### src/rtl/ula_seq_ctrl_if.sv
// Signal bundle between the ALU sequencer and its surroundings: request inputs,
// selector result return, and the select/operand/status outputs.
interface ula_seq_ctrl_if #(
  parameter int W = 4
);
  logic         start;
  logic [2:0]   op;
  logic [W-1:0] a;
  logic [W-1:0] b;
  logic         use_acc;
  logic         clr;
  logic [W-1:0] f;
  logic         s2;
  logic         s1;
  logic         s0;
  logic [W-1:0] opa;
  logic [W-1:0] opb;
  logic         busy;
  logic         done;
  logic [W-1:0] acc;
  logic         zero;
  logic         neg;

  // The requester/ALU side drives requests and the selected result back in.
  modport master (
    output start, op, a, b, use_acc, clr, f,
    input  s2, s1, s0, opa, opb, busy, done, acc, zero, neg
  );

  modport slave (
    input  start, op, a, b, use_acc, clr, f,
    output s2, s1, s0, opa, opb, busy, done, acc, zero, neg
  );
endinterface

### src/rtl/ula_seq_ctrl.sv
// Sequencer around the 8-way ALU result selector: launches one operation per
// start, waits SETTLE cycles, then captures f into the accumulator and flags.
module ula_seq_ctrl #(
  parameter int W      = 4,
  parameter int SETTLE = 1
) (
  input  logic          clk,
  input  logic          rst,
  ula_seq_ctrl_if.slave bus
);
  typedef enum logic [1:0] {
    IDLE = 2'd0,
    EXEC = 2'd1,
    DONE = 2'd2
  } state_t;

  localparam logic [2:0] CNT_INIT = 3'(SETTLE - 1);

  state_t       state_q, state_d;
  logic [2:0]   cnt_q, cnt_d;
  logic [2:0]   sel_q, sel_d;
  logic [W-1:0] opa_q, opa_d;
  logic [W-1:0] opb_q, opb_d;
  logic [W-1:0] acc_q, acc_d;
  logic         zero_q, zero_d;
  logic         neg_q, neg_d;

  always_ff @(posedge clk) begin
    if (rst) begin
      state_q <= IDLE;
      cnt_q   <= '0;
      sel_q   <= '0;
      opa_q   <= '0;
      opb_q   <= '0;
      acc_q   <= '0;
      zero_q  <= 1'b0;
      neg_q   <= 1'b0;
    end else begin
      state_q <= state_d;
      cnt_q   <= cnt_d;
      sel_q   <= sel_d;
      opa_q   <= opa_d;
      opb_q   <= opb_d;
      acc_q   <= acc_d;
      zero_q  <= zero_d;
      neg_q   <= neg_d;
    end
  end

  always_comb begin
    state_d = state_q;
    cnt_d   = cnt_q;
    sel_d   = sel_q;
    opa_d   = opa_q;
    opb_d   = opb_q;
    acc_d   = acc_q;
    zero_d  = zero_q;
    neg_d   = neg_q;
    case (state_q)
      IDLE, DONE: begin
        if (bus.clr) begin
          acc_d  = '0;
          zero_d = 1'b0;
          neg_d  = 1'b0;
        end
        // Operand A feedback uses acc_q, i.e. the value before a same-edge clear.
        if (bus.start) begin
          sel_d   = bus.op;
          opa_d   = bus.use_acc ? acc_q : bus.a;
          opb_d   = bus.b;
          cnt_d   = CNT_INIT;
          state_d = EXEC;
        end else begin
          state_d = IDLE;
        end
      end
      EXEC: begin
        if (cnt_q == 3'd0) begin
          acc_d   = bus.f;
          zero_d  = (bus.f == '0);
          neg_d   = bus.f[W-1];
          state_d = DONE;
        end else begin
          cnt_d = cnt_q - 3'd1;
        end
      end
      default: state_d = IDLE;
    endcase
  end

  assign bus.s2   = sel_q[2];
  assign bus.s1   = sel_q[1];
  assign bus.s0   = sel_q[0];
  assign bus.opa  = opa_q;
  assign bus.opb  = opb_q;
  assign bus.acc  = acc_q;
  assign bus.zero = zero_q;
  assign bus.neg  = neg_q;
  assign bus.busy = (state_q == EXEC);
  assign bus.done = (state_q == DONE);
endmodule
### src/flat_wrapper.sv
// flat-port wrapper written by rule: the top's interface ports become plain ports
module ula_seq_ctrl_flat 
#(
  parameter int W      = 4,
  parameter int SETTLE = 1
)
  (clk, rst, bus_start, bus_op, bus_a, bus_b, bus_use_acc, bus_clr, bus_f, bus_s2, bus_s1, bus_s0, bus_opa, bus_opb, bus_busy, bus_done, bus_acc, bus_zero, bus_neg);
  ula_seq_ctrl_if #(.W(W)) bus_i ();
  input  logic clk;
  input  logic rst;
  input wire logic [$bits(bus_i.start)-1:0] bus_start;
  input wire logic [$bits(bus_i.op)-1:0] bus_op;
  input wire logic [$bits(bus_i.a)-1:0] bus_a;
  input wire logic [$bits(bus_i.b)-1:0] bus_b;
  input wire logic [$bits(bus_i.use_acc)-1:0] bus_use_acc;
  input wire logic [$bits(bus_i.clr)-1:0] bus_clr;
  input wire logic [$bits(bus_i.f)-1:0] bus_f;
  output wire logic [$bits(bus_i.s2)-1:0] bus_s2;
  output wire logic [$bits(bus_i.s1)-1:0] bus_s1;
  output wire logic [$bits(bus_i.s0)-1:0] bus_s0;
  output wire logic [$bits(bus_i.opa)-1:0] bus_opa;
  output wire logic [$bits(bus_i.opb)-1:0] bus_opb;
  output wire logic [$bits(bus_i.busy)-1:0] bus_busy;
  output wire logic [$bits(bus_i.done)-1:0] bus_done;
  output wire logic [$bits(bus_i.acc)-1:0] bus_acc;
  output wire logic [$bits(bus_i.zero)-1:0] bus_zero;
  output wire logic [$bits(bus_i.neg)-1:0] bus_neg;
  assign bus_i.start = bus_start;
  assign bus_i.op = bus_op;
  assign bus_i.a = bus_a;
  assign bus_i.b = bus_b;
  assign bus_i.use_acc = bus_use_acc;
  assign bus_i.clr = bus_clr;
  assign bus_i.f = bus_f;
  assign bus_s2 = bus_i.s2;
  assign bus_s1 = bus_i.s1;
  assign bus_s0 = bus_i.s0;
  assign bus_opa = bus_i.opa;
  assign bus_opb = bus_i.opb;
  assign bus_busy = bus_i.busy;
  assign bus_done = bus_i.done;
  assign bus_acc = bus_i.acc;
  assign bus_zero = bus_i.zero;
  assign bus_neg = bus_i.neg;
  ula_seq_ctrl #(.W(W), .SETTLE(SETTLE)) u_core (.clk(clk), .rst(rst), .bus(bus_i));
endmodule
### config.mk
export PLATFORM = sky130hd
export DESIGN_NAME = ula_seq_ctrl_flat
export DESIGN_NICKNAME = d
export VERILOG_FILES = /design/src/rtl/ula_seq_ctrl_if.sv /design/src/rtl/ula_seq_ctrl.sv /design/src/flat_wrapper.sv
export SDC_FILE = /design/constraint.sdc
export NUM_CORES = 1
export LEC_CHECK = 0
export CAP_MARGIN = 5
export CORE_MARGIN = 2
export CORE_UTILIZATION = 40
export DETAILED_ROUTE_END_ITERATION = 12
export GPL_ROUTABILITY_DRIVEN = 0
export GPL_TIMING_DRIVEN = 0
export PLACE_DENSITY = 0.78
export REMOVE_ABC_BUFFERS = 1
export SYNTH_ARGS = -nofsm -noshare
export SYNTH_HDL_FRONTEND = slang
export SYNTH_SLANG_ARGS = --single-unit
### constraint.sdc
create_clock -name clk -period 2 [get_ports clk]
set_input_delay 0.4 -clock clk [delete_from_list [all_inputs] [get_ports clk]]
set_output_delay 0.4 -clock clk [all_outputs]
set_load 0.02 [all_outputs]
==> flow_summary.yaml <==
synthesis:
  synth_cell_types: 26
  synthSimpleGateAreaFrac_pct: 23.69
  muxShareOfSynthArea_pct: 4.651
  synth_area_um2: 860.8
  ys_ff_latch: 21
  ys_seq_area_share_pct: 48.84
  synth_fa_ha_area_share_pct: 2.907
  synth_top_family_by_area: "simple AND/OR/NAND/NOR gates"
  synthCells: 93
  avgSynthCellArea_um2: 9.256
  yosys_warnings: 0
  synthXorXnorAreaFrac_pct: 0
  synth-compound-area-share_pct: 15.26
grt:
  antenna_found_initial: 0
  grt_max_degree: 19
  grtUsageTotal_pct: 15.99
  grt_pass1_wl_um: 3153
  grt_pass1_vias: 732
  grt-ovfl-total: 0
floorplan:
  core-area_mm2: 0.002002
  initial_utilization_pct: 43.00
  rows: 16
  dieArea_mm2: 0.002539
  io_pins: 39
  dieHeight_um: 50.39
  die_x_um: 50.39
layout:
  final_common_cell: "clkdlybuf4s50_1"
  post-route-util_pct: 63.69
  area_growth_pct: 48.11
  final_cells: 156
  final_cell_mix: "clkdlybuf4s50_1, dfxtp_1, nand2_1, a21oi_1, nor2_1"
  stdcell_area_mm2: 0.001275
  layout-drive-gt1-share_pct: 6.977
  fin_nets: 152
  n_antenna_cell: 0
drt:
  dr_wl_met3_um: 140
  vias_per_cell: 4.872
  wire_per_inst_um: 11.83
  firstDrtPassIters: 4
  ant_nets: 0
  vias: 760
  drt_wl_total_um: 1845
  wl_met2_um: 857
  wl_met1_um: 820
  drtIter0Drc: 6
  route.detailed.drc: 0
  routed.top_layer: "met4"
timing:
  max_freq_ghz: 0.5279
  max_slew_margin_pct: 38.31
  setup_viol: 0
  fin_crit_sh_pct: 94.71
  maxSlewViolCount: 0
  hold_violations: 0
  clock_skew_ns: 0.001266
  worst_slew_pin_slew_ns: 0.9234
  rsz0062_at_grt: "no"
  min_period_ns: 1.894
clock_tree:
  cts.clk_slew.worst_paths_ns: 0.11
  cts_hold_buf: 0
  cts.repair.resized: 0
  clock_path_buffers: 2
  cts_tree: "built"
  htree_levels: 1
  cts_inserted_buffers: 3
  insertion_delay_ns: 0.29
  post_cts_buffers: 0
  root_buffer: "clkbuf_4"
  cts.sinks: 21
worst_setup_path:
  worst_r2r_path_depth: 6
  cp-start-kind: "register"
  cp.required_ns: 1.60
  crit_type: "register to output pin"
  r2r-start: "u_core.cnt_q[0]$_SDFFE_PP0P_"
  end_kind: "output pin"
  reg2reg_to: "u_core.cnt_q[2]$_SDFFE_PP0P_"
  regToRegSetupSlack_ns: 0.37
  critPathMaxFanout: 7
  arrival_ns: 1.49
place:
  place_hpwl_um: 1346
  io_buffers: 38
  placed_cells_incl_taps: 152
  dpl_cell_area_mm2: 0.001246
hold_path:
  min_path_cells: 2
  hold_class: "register to register"
  hold-path-endpoint: "u_core.sel_q[1]$_SDFFE_PP0P_"
  min_from: "u_core.sel_q[1]$_SDFFE_PP0P_"
status:
  status: "complete, no violations"
run:
  maxCapViolCount: 0
pwr:
  p_leak_nw: 0.4804
  vdd_drop_max_mv: 0.3447
  p_per_area_mw_per_mm2: 635.7
-- area by class of cell --
| class | count | area (um^2) |
|---|---|---|
| Tap cell | 27 | 33.78 |
| Sequential cell | 21 | 421.7 |
| Multi-Input combinational cell | 63 | 400.4 |
| Inverter | 3 | 11.26 |
| Timing Repair Buffer | 38 | 380.4 |
| Fill cell | 178 | 726.9 |
| Clock buffer | 3 | 22.52 |
| Clock inverter | 1 | 5.005 |
-- metal layers --
layer | GRT usage [%] | up-vias
met2 | 25.88 | 33
met5 | 0 | -
met4 | 6.757 | 0
met3 | 3.869 | 4
met1 | 20.30 | 332
li1 | - | 391
-- worst max path at each step --
stage                                        start                              to  cells past startpoint
global route        u_core.state_q[1]$_SDFFE_PP0P_                        bus_done                      2
CTS                 u_core.state_q[0]$_SDFFE_PP0P_                        bus_busy                      2
finish              u_core.state_q[1]$_SDFFE_PP0P_                        bus_done                      2
floorplan             u_core.cnt_q[0]$_SDFFE_PP0P_    u_core.cnt_q[1]$_SDFFE_PP0P_                      6
global placement                         bus_start  u_core.bus.opa[3]$_SDFFE_PP0P_                      4
detailed placement                       bus_start  u_core.bus.opa[3]$_SDFFE_PP0P_                      4
-- synthesized netlist by cell type --
cell,n,area (um^2)
dfxtp_1,21,420.4
nand2_1,15,56.30
a21oi_1,9,45.04
nor2_1,7,26.28
a211oi_1,4,30.03
a22o_1,4,35.03
mux2i_1,4,40.04
inv_1,3,11.26
a31oi_1,2,12.51
and2b_1,2,15.01
buf_2,2,10.01
clkbuf_1,2,7.510
ha_1,2,25.02
nand3b_1,2,15.01
nor2b_1,2,12.51
nor4b_1,2,17.52
a21oi_2,1,8.760
and3b_1,1,8.760
buf_1,1,3.750
buf_4,1,7.510
nand2b_1,1,6.260
nand2b_4,1,13.76
nand3_1,1,5.000
nor3_2,1,10.01
nor4_1,1,6.260
or3b_4,1,11.26
-- state kept, by name, indices dropped and copies added, names as in the netlist --
signal,count
u_core.bus.acc,4
u_core.bus.opa,4
u_core.bus.opb,4
u_core.bus.zero,1
u_core.cnt_q,3
u_core.sel_q,3
u_core.state_q,2
-- kinds of logic after synthesis --
logic type,count (synthesis)
simple gates,37
flops,21
compound gates,20
buf+inv,9
mux,4
fa+ha+maj,2
-- worst max-delay path, stage by stage, from the launching register on --
cell and delay, ns:
dfxtp_1 0.44, and2b_1 0.16, clkdlybuf4s50_1 0.60
-- through the flow --
stage | setup WS (ns) | total power [mW] | setup TNS (ns) | hold WS [ns]
global route | 0.04659 | 0.8552 | 0 | 0.4800
global placement | -0.007708 | 0.6208 | -0.008820 | 0.4422
floorplan | 0.5033 | 0.5280 | 0 | 0.4466
detailed placement | -0.04979 | 0.6231 | -0.2191 | 0.4476
CTS | 0.02103 | 0.8244 | 0 | 0.4645
finish | 0.1058 | 0.8105 | 0 | 0.4627
-- where the power goes --
part           switching (mW)  internal (mW)  leakage, nW
clock                   0.123         0.0744       0.0177
combinational          0.0725         0.0885        0.290
sequential             0.0136          0.439        0.172
(Power assumes the default switching activity.)
